$ cat config.mk
export PLATFORM = sky130hd
export DESIGN_NAME = uart_tx_fifo_flat
export DESIGN_NICKNAME = d
export VERILOG_FILES = /design/src/rtl/uart_tx_fifo_if.sv /design/src/rtl/uart_tx_fifo.sv /design/src/flat_wrapper.sv
export SDC_FILE = /design/constraint.sdc
export NUM_CORES = 1
export LEC_CHECK = 0
export CORE_MARGIN = 4
export CORE_UTILIZATION = 41
export CTS_BUF_LIST = sky130_fd_sc_hd__clkbuf_4
export DETAILED_ROUTE_END_ITERATION = 6
export PLACE_DENSITY = 0.69
export SLEW_MARGIN = 40
export SYNTH_ARGS = -nofsm -noshare
export SYNTH_HDL_FRONTEND = slang
export SYNTH_SLANG_ARGS = --single-unit
$ cat constraint.sdc
create_clock -name clk -period 2.7 [get_ports clk]
set_clock_uncertainty 0.1 [all_clocks]
set_input_delay 0.675 -clock clk [delete_from_list [all_inputs] [get_ports clk]]
set_output_delay 0.675 -clock clk [all_outputs]
set_load 0.05 [all_outputs]
$ cat src/rtl/uart_tx_fifo_if.sv
// Byte-write and UART transmitter handshake bundle for uart_tx_fifo.
// The master drives bytes in and models the transmitter; the slave is the FIFO.
interface uart_tx_fifo_if #(
  parameter int DEPTH = 16
);
  localparam int AW = $clog2(DEPTH);

  logic          wr_en;
  logic [7:0]    wr_data;
  logic          full;
  logic          empty;
  logic [AW:0]   count;
  logic          overflow;
  logic          tx_start;
  logic [7:0]    tx_data;
  logic          tx_busy;

  modport master (
    output wr_en, wr_data, tx_busy,
    input  full, empty, count, overflow, tx_start, tx_data
  );

  modport slave (
    input  wr_en, wr_data, tx_busy,
    output full, empty, count, overflow, tx_start, tx_data
  );
endinterface

$ cat src/rtl/uart_tx_fifo.sv
// Byte FIFO feeding a UART transmitter through a start/busy handshake.
// Define UART_TX_FIFO_OVERFLOW_EN to get a sticky flag for dropped writes.
module uart_tx_fifo #(
  parameter int DEPTH = 16
) (
  input  logic           clk,
  input  logic           reset_n,
  uart_tx_fifo_if.slave  bus
);
  localparam int AW = $clog2(DEPTH);
  localparam logic [AW:0] FULL_COUNT = (AW+1)'(DEPTH);

  typedef enum logic [1:0] {
    IDLE,
    START,
    WAIT_BUSY,
    WAIT_DONE
  } state_t;

  state_t         r_state;
  logic [7:0]     r_mem [DEPTH];
  logic [AW-1:0]  r_wrPtr;
  logic [AW-1:0]  r_rdPtr;
  logic [AW:0]    r_count;
  logic           r_txStart;
  logic [7:0]     r_txData;

  logic           w_full;
  logic           w_empty;
  logic           w_push;
  logic           w_pop;

  // A write against a full FIFO is dropped even if a pop frees a slot this cycle.
  assign w_full  = (r_count == FULL_COUNT);
  assign w_empty = (r_count == '0);
  assign w_push  = bus.wr_en && !w_full;
  assign w_pop   = (r_state == IDLE) && !w_empty && !bus.tx_busy;

  always_ff @(posedge clk) begin
    if (w_push) begin
      r_mem[r_wrPtr] <= bus.wr_data;
    end
  end

  always_ff @(posedge clk) begin
    if (!reset_n) begin
      r_state   <= IDLE;
      r_wrPtr   <= '0;
      r_rdPtr   <= '0;
      r_count   <= '0;
      r_txStart <= 1'b0;
      r_txData  <= 8'h00;
    end else begin
      r_txStart <= 1'b0;

      if (w_push) begin
        r_wrPtr <= r_wrPtr + 1'b1;
      end
      if (w_pop) begin
        r_rdPtr  <= r_rdPtr + 1'b1;
        r_txData <= r_mem[r_rdPtr];
      end

      case ({w_push, w_pop})
        2'b10:   r_count <= r_count + 1'b1;
        2'b01:   r_count <= r_count - 1'b1;
        default: r_count <= r_count;
      endcase

      // Busy must be seen high then low before the next byte can be popped.
      case (r_state)
        IDLE: begin
          if (w_pop) begin
            r_state   <= START;
            r_txStart <= 1'b1;
          end
        end
        START: begin
          r_state <= WAIT_BUSY;
        end
        WAIT_BUSY: begin
          if (bus.tx_busy) begin
            r_state <= WAIT_DONE;
          end
        end
        WAIT_DONE: begin
          if (!bus.tx_busy) begin
            r_state <= IDLE;
          end
        end
        default: begin
          r_state <= IDLE;
        end
      endcase
    end
  end

`ifdef UART_TX_FIFO_OVERFLOW_EN
  logic r_overflow;

  always_ff @(posedge clk) begin
    if (!reset_n) begin
      r_overflow <= 1'b0;
    end else if (bus.wr_en && w_full) begin
      r_overflow <= 1'b1;
    end
  end

  assign bus.overflow = r_overflow;
`else
  assign bus.overflow = 1'b0;
`endif

  assign bus.full     = w_full;
  assign bus.empty    = w_empty;
  assign bus.count    = r_count;
  assign bus.tx_start = r_txStart;
  assign bus.tx_data  = r_txData;
endmodule

$ cat src/flat_wrapper.sv
// flat-port wrapper written by rule: the top's interface ports become plain ports
module uart_tx_fifo_flat 
#(
  parameter int DEPTH = 16
)
  (clk, reset_n, bus_wr_en, bus_wr_data, bus_tx_busy, bus_full, bus_empty, bus_count, bus_overflow, bus_tx_start, bus_tx_data);
  uart_tx_fifo_if #(.DEPTH(DEPTH)) bus_i ();
  input  logic clk;
  input  logic reset_n;
  input wire logic [$bits(bus_i.wr_en)-1:0] bus_wr_en;
  input wire logic [$bits(bus_i.wr_data)-1:0] bus_wr_data;
  input wire logic [$bits(bus_i.tx_busy)-1:0] bus_tx_busy;
  output wire logic [$bits(bus_i.full)-1:0] bus_full;
  output wire logic [$bits(bus_i.empty)-1:0] bus_empty;
  output wire logic [$bits(bus_i.count)-1:0] bus_count;
  output wire logic [$bits(bus_i.overflow)-1:0] bus_overflow;
  output wire logic [$bits(bus_i.tx_start)-1:0] bus_tx_start;
  output wire logic [$bits(bus_i.tx_data)-1:0] bus_tx_data;
  assign bus_i.wr_en = bus_wr_en;
  assign bus_i.wr_data = bus_wr_data;
  assign bus_i.tx_busy = bus_tx_busy;
  assign bus_full = bus_i.full;
  assign bus_empty = bus_i.empty;
  assign bus_count = bus_i.count;
  assign bus_overflow = bus_i.overflow;
  assign bus_tx_start = bus_i.tx_start;
  assign bus_tx_data = bus_i.tx_data;
  uart_tx_fifo #(.DEPTH(DEPTH)) u_core (.clk(clk), .reset_n(reset_n), .bus(bus_i));
endmodule
==> run_results.csv <==
group,metric,value,unit
route,post_drt_wl_per_cell,19.09,microns
die,initial_core_util,0.4208,
timing,tightest_slew,0.7211,ns
route,first_pass_iters,4,
clocking,clk_pin_slew,0.11,ns
synth,synth_seq_cells,152,
global_route,grt.total_usage,0.1527,
place,gp_congestion,0.8653,
power,p_leak,2.364,nW
setup_path,path_max_fanout,6,
clocking,htreeDepth,4,
die,die_width,130.6,microns
route,drtIter0Drc,262,
timing,finalCritPeriodShare,0.9648,
clocking,clk_latency,0.53,ns
clocking,numClockSinks,152,
route,vias_per_cell,5.317,
timing,slew_violations,0,
timing,setup_viol,0,
place,portBuffers,27,
global_route,grt_start_max_net_pins,57,
synth,syn_nets,413,
power,clock_power_share,0.230,
power,pwr-share-comb,0.298,
clocking,cts_hold_buffers,0,
layout,layout-area-overhead-vs-synth,16.43,%
synth,yosysUniqueCellTypes,47,
die,core_region_area,14640,sq um
global_route,grt_pass1_vias,3392,
synth,ys.flop_type,"edfxtp_1",
power,seqPwrFrac,0.473,
clocking,post_cts_buffers,0,
power,p_sw,1.882,mW
layout,mostFrequentLayoutCell,"edfxtp_1",
clocking,numCtsBuffers,17,
synth,syn_area_per_cell,15.92,sq um
power,power_density,833.2,nW/um^2
synth,ys_warn_count,0,
global_route,overflow,0,
synth,synthesis.area,6162,sq um
global_route,antenna_found_initial,0,
timing,fmax,383.9,MHz
timing,hold_violations,0,
clocking,clockRootBuffer,"clkbuf_4",
layout,final_cell_mix,"edfxtp_1, mux2i_1, buf_4",
setup_path,path_class,"flip-flop to output port",
synth,synth_edf_count,128,
run_status,status,"completed",
power,intPower,4.096,mW
place,dp_hpwl,8.274,mm
timing,rsz0062_at_grt,"true",
timing,holdWs,0.4057,ns
setup_path,critical_path_required,1.92,ns
timing,fin_crit,2.605,ns
layout,antennaDiodeCount,0,
synth,async_flop_share,0,
clocking,cts_tree,"done",
layout,final_nets,472,
min_path,min_path_type,"flip-flop to flip-flop",
global_route,grt_pass1_wl,19.04,mm
route,vias,3419,
timing,slew_headroom,0.5177,
setup_path,crit_path_end_kind,"output port",
timing,finalSetupTns,0,ns
route,wl,12.27,mm
die,pin_count,29,
setup_path,arrival,1.83,ns
synth,synth_seq_area_share,0.7017,
power,irDropWorstVdd,0.0004887,V
route,antenna_left,0,
power,total_power,5.978,mW
synth,syn_inst,387,
min_path,min_path_cells,2,
power,swShare,0.3148,
die,fp.dieH,130.6,microns
setup_path,start_kind,"flip-flop",
route,drcViolationCount,0,
flow_run,drv_cap,0,
layout,final_layout_size_suffix_gt1_frac,0.1961,
setup_path,r2r_cells,10,
clocking,clk_path_buf_depth,2,
die,die_area,17060,sq um
die,row_count,44,
## registers in the layout (all words and copies together), names as in the netlist
| register | count |
|---|---|
| u_core.bus.count | 5 |
| u_core.bus.tx_start | 1 |
| u_core.r_mem | 128 |
| u_core.r_state | 2 |
| u_core.r_wrPtr | 4 |
| u_core.r_rdPtr | 4 |
| u_core.bus.tx_data | 8 |
## cells by family after synthesis
| group | Yosys count | synth area share |
|---|---|---|
| buf+inv | 29 | 0.02315 |
| simple gates | 60 | 0.04609 |
| xor+xnor | 9 | 0.01279 |
| flops | 152 | 0.7017 |
| mux | 59 | 0.1174 |
| other cells | 1 | 0.0006086 |
| compound gates | 63 | 0.06863 |
| fa+ha+maj | 14 | 0.02965 |
## through the flow
| step | setup slack [ns] | cells | cell area, sq um | util |
|---|---|---|---|---|
| 2_1_floorplan | 0.01022 | 387 | 6176 | - |
| 3_3_place_gp | -0.2602 | 611 | 6868 | 0.4690 |
| 3_5_place_dp | -0.2892 | 611 | 6868 | 0.4690 |
| 4_1_cts | -0.003203 | 643 | 7154 | 0.4886 |
| 5_1_grt | -0.01108 | 643 | 7174 | 0.4899 |
| 6_report | 0.09511 | 643 | 7174 | 0.4899 |
## final timing paths
| path | start | to | slack, ns |
|---|---|---|---|
| worst max-delay path | u_core.bus.count[0] | bus_full | 0.1 |
| worst min-delay path | u_core.r_state[1] | u_core.r_state[1] | 0.41 |
| worst max register to register | u_core.r_state[0] | u_core.bus.count[4] | 0.17 |
| worst min register to register | u_core.r_state[1] | u_core.r_state[1] | 0.41 |
## synth_stat cells, types with 3 or more instances
library cell | instances | share of area
a2111oi_0 | 5 | 0.0071
a21oi_1 | 10 | 0.0081
buf_2 | 5 | 0.0041
clkbuf_1 | 12 | 0.0073
dfxtp_1 | 24 | 0.078
edfxtp_1 | 128 | 0.62
ha_1 | 13 | 0.026
inv_1 | 7 | 0.0043
mux2i_1 | 49 | 0.080
mux4_2 | 8 | 0.029
nand2_1 | 7 | 0.0043
nand3_1 | 3 | 0.0024
nor2_1 | 30 | 0.018
nor2b_1 | 4 | 0.0041
nor3_1 | 4 | 0.0032
o211ai_1 | 3 | 0.0037
o21ai_0 | 8 | 0.0065
o22ai_1 | 22 | 0.022
xnor2_1 | 3 | 0.0043
xor2_1 | 6 | 0.0085
## repair_timing
action | CTS | global route
endpoints found under the setup margin | 2 | 4
endpoints found under the hold margin | 0 | 0
resized for setup | 1 | 7
## critical path: stages, from the launching register on
cell     delay [ns]
dfxtp_2        0.38
or4_4          0.62
nor2_2         0.16
buf_12         0.15
## metal layers
layer | vias to the layer above | GRT usage | wire length, microns
met1 | 1705 | 0.2116 | 5489
met2 | 88 | 0.2390 | 5773
met4 | 0 | 0.04416 | 170
met5 | - | 0 | 0
li1 | 1618 | - | -
met3 | 8 | 0.04106 | 838
## cell type report
| class | count | area, sq um |
|---|---|---|
| Inverter | 7 | 26.28 |
| Sequential cell | 152 | 4333 |
| Timing Repair Buffer | 62 | 578.1 |
| Tap cell | 184 | 230.2 |
| Clock inverter | 12 | 132.6 |
| Clock buffer | 20 | 150.1 |
| Multi-Input combinational cell | 206 | 1724 |
| Fill cell | 1251 | 7470 |
## power by group through the flow
stage                     Clock (mW)  Combinational (mW)  Sequential [mW]
final                           1.37                1.78             2.82
after floorplan                    0               0.806             3.13
after detailed placement           0                1.73             2.87
after global placement             0                1.69             2.86
after global routing            1.52                1.92             2.85
after CTS                       1.41                1.75             2.82
Note: power is estimated with default switching activity, not from simulation.
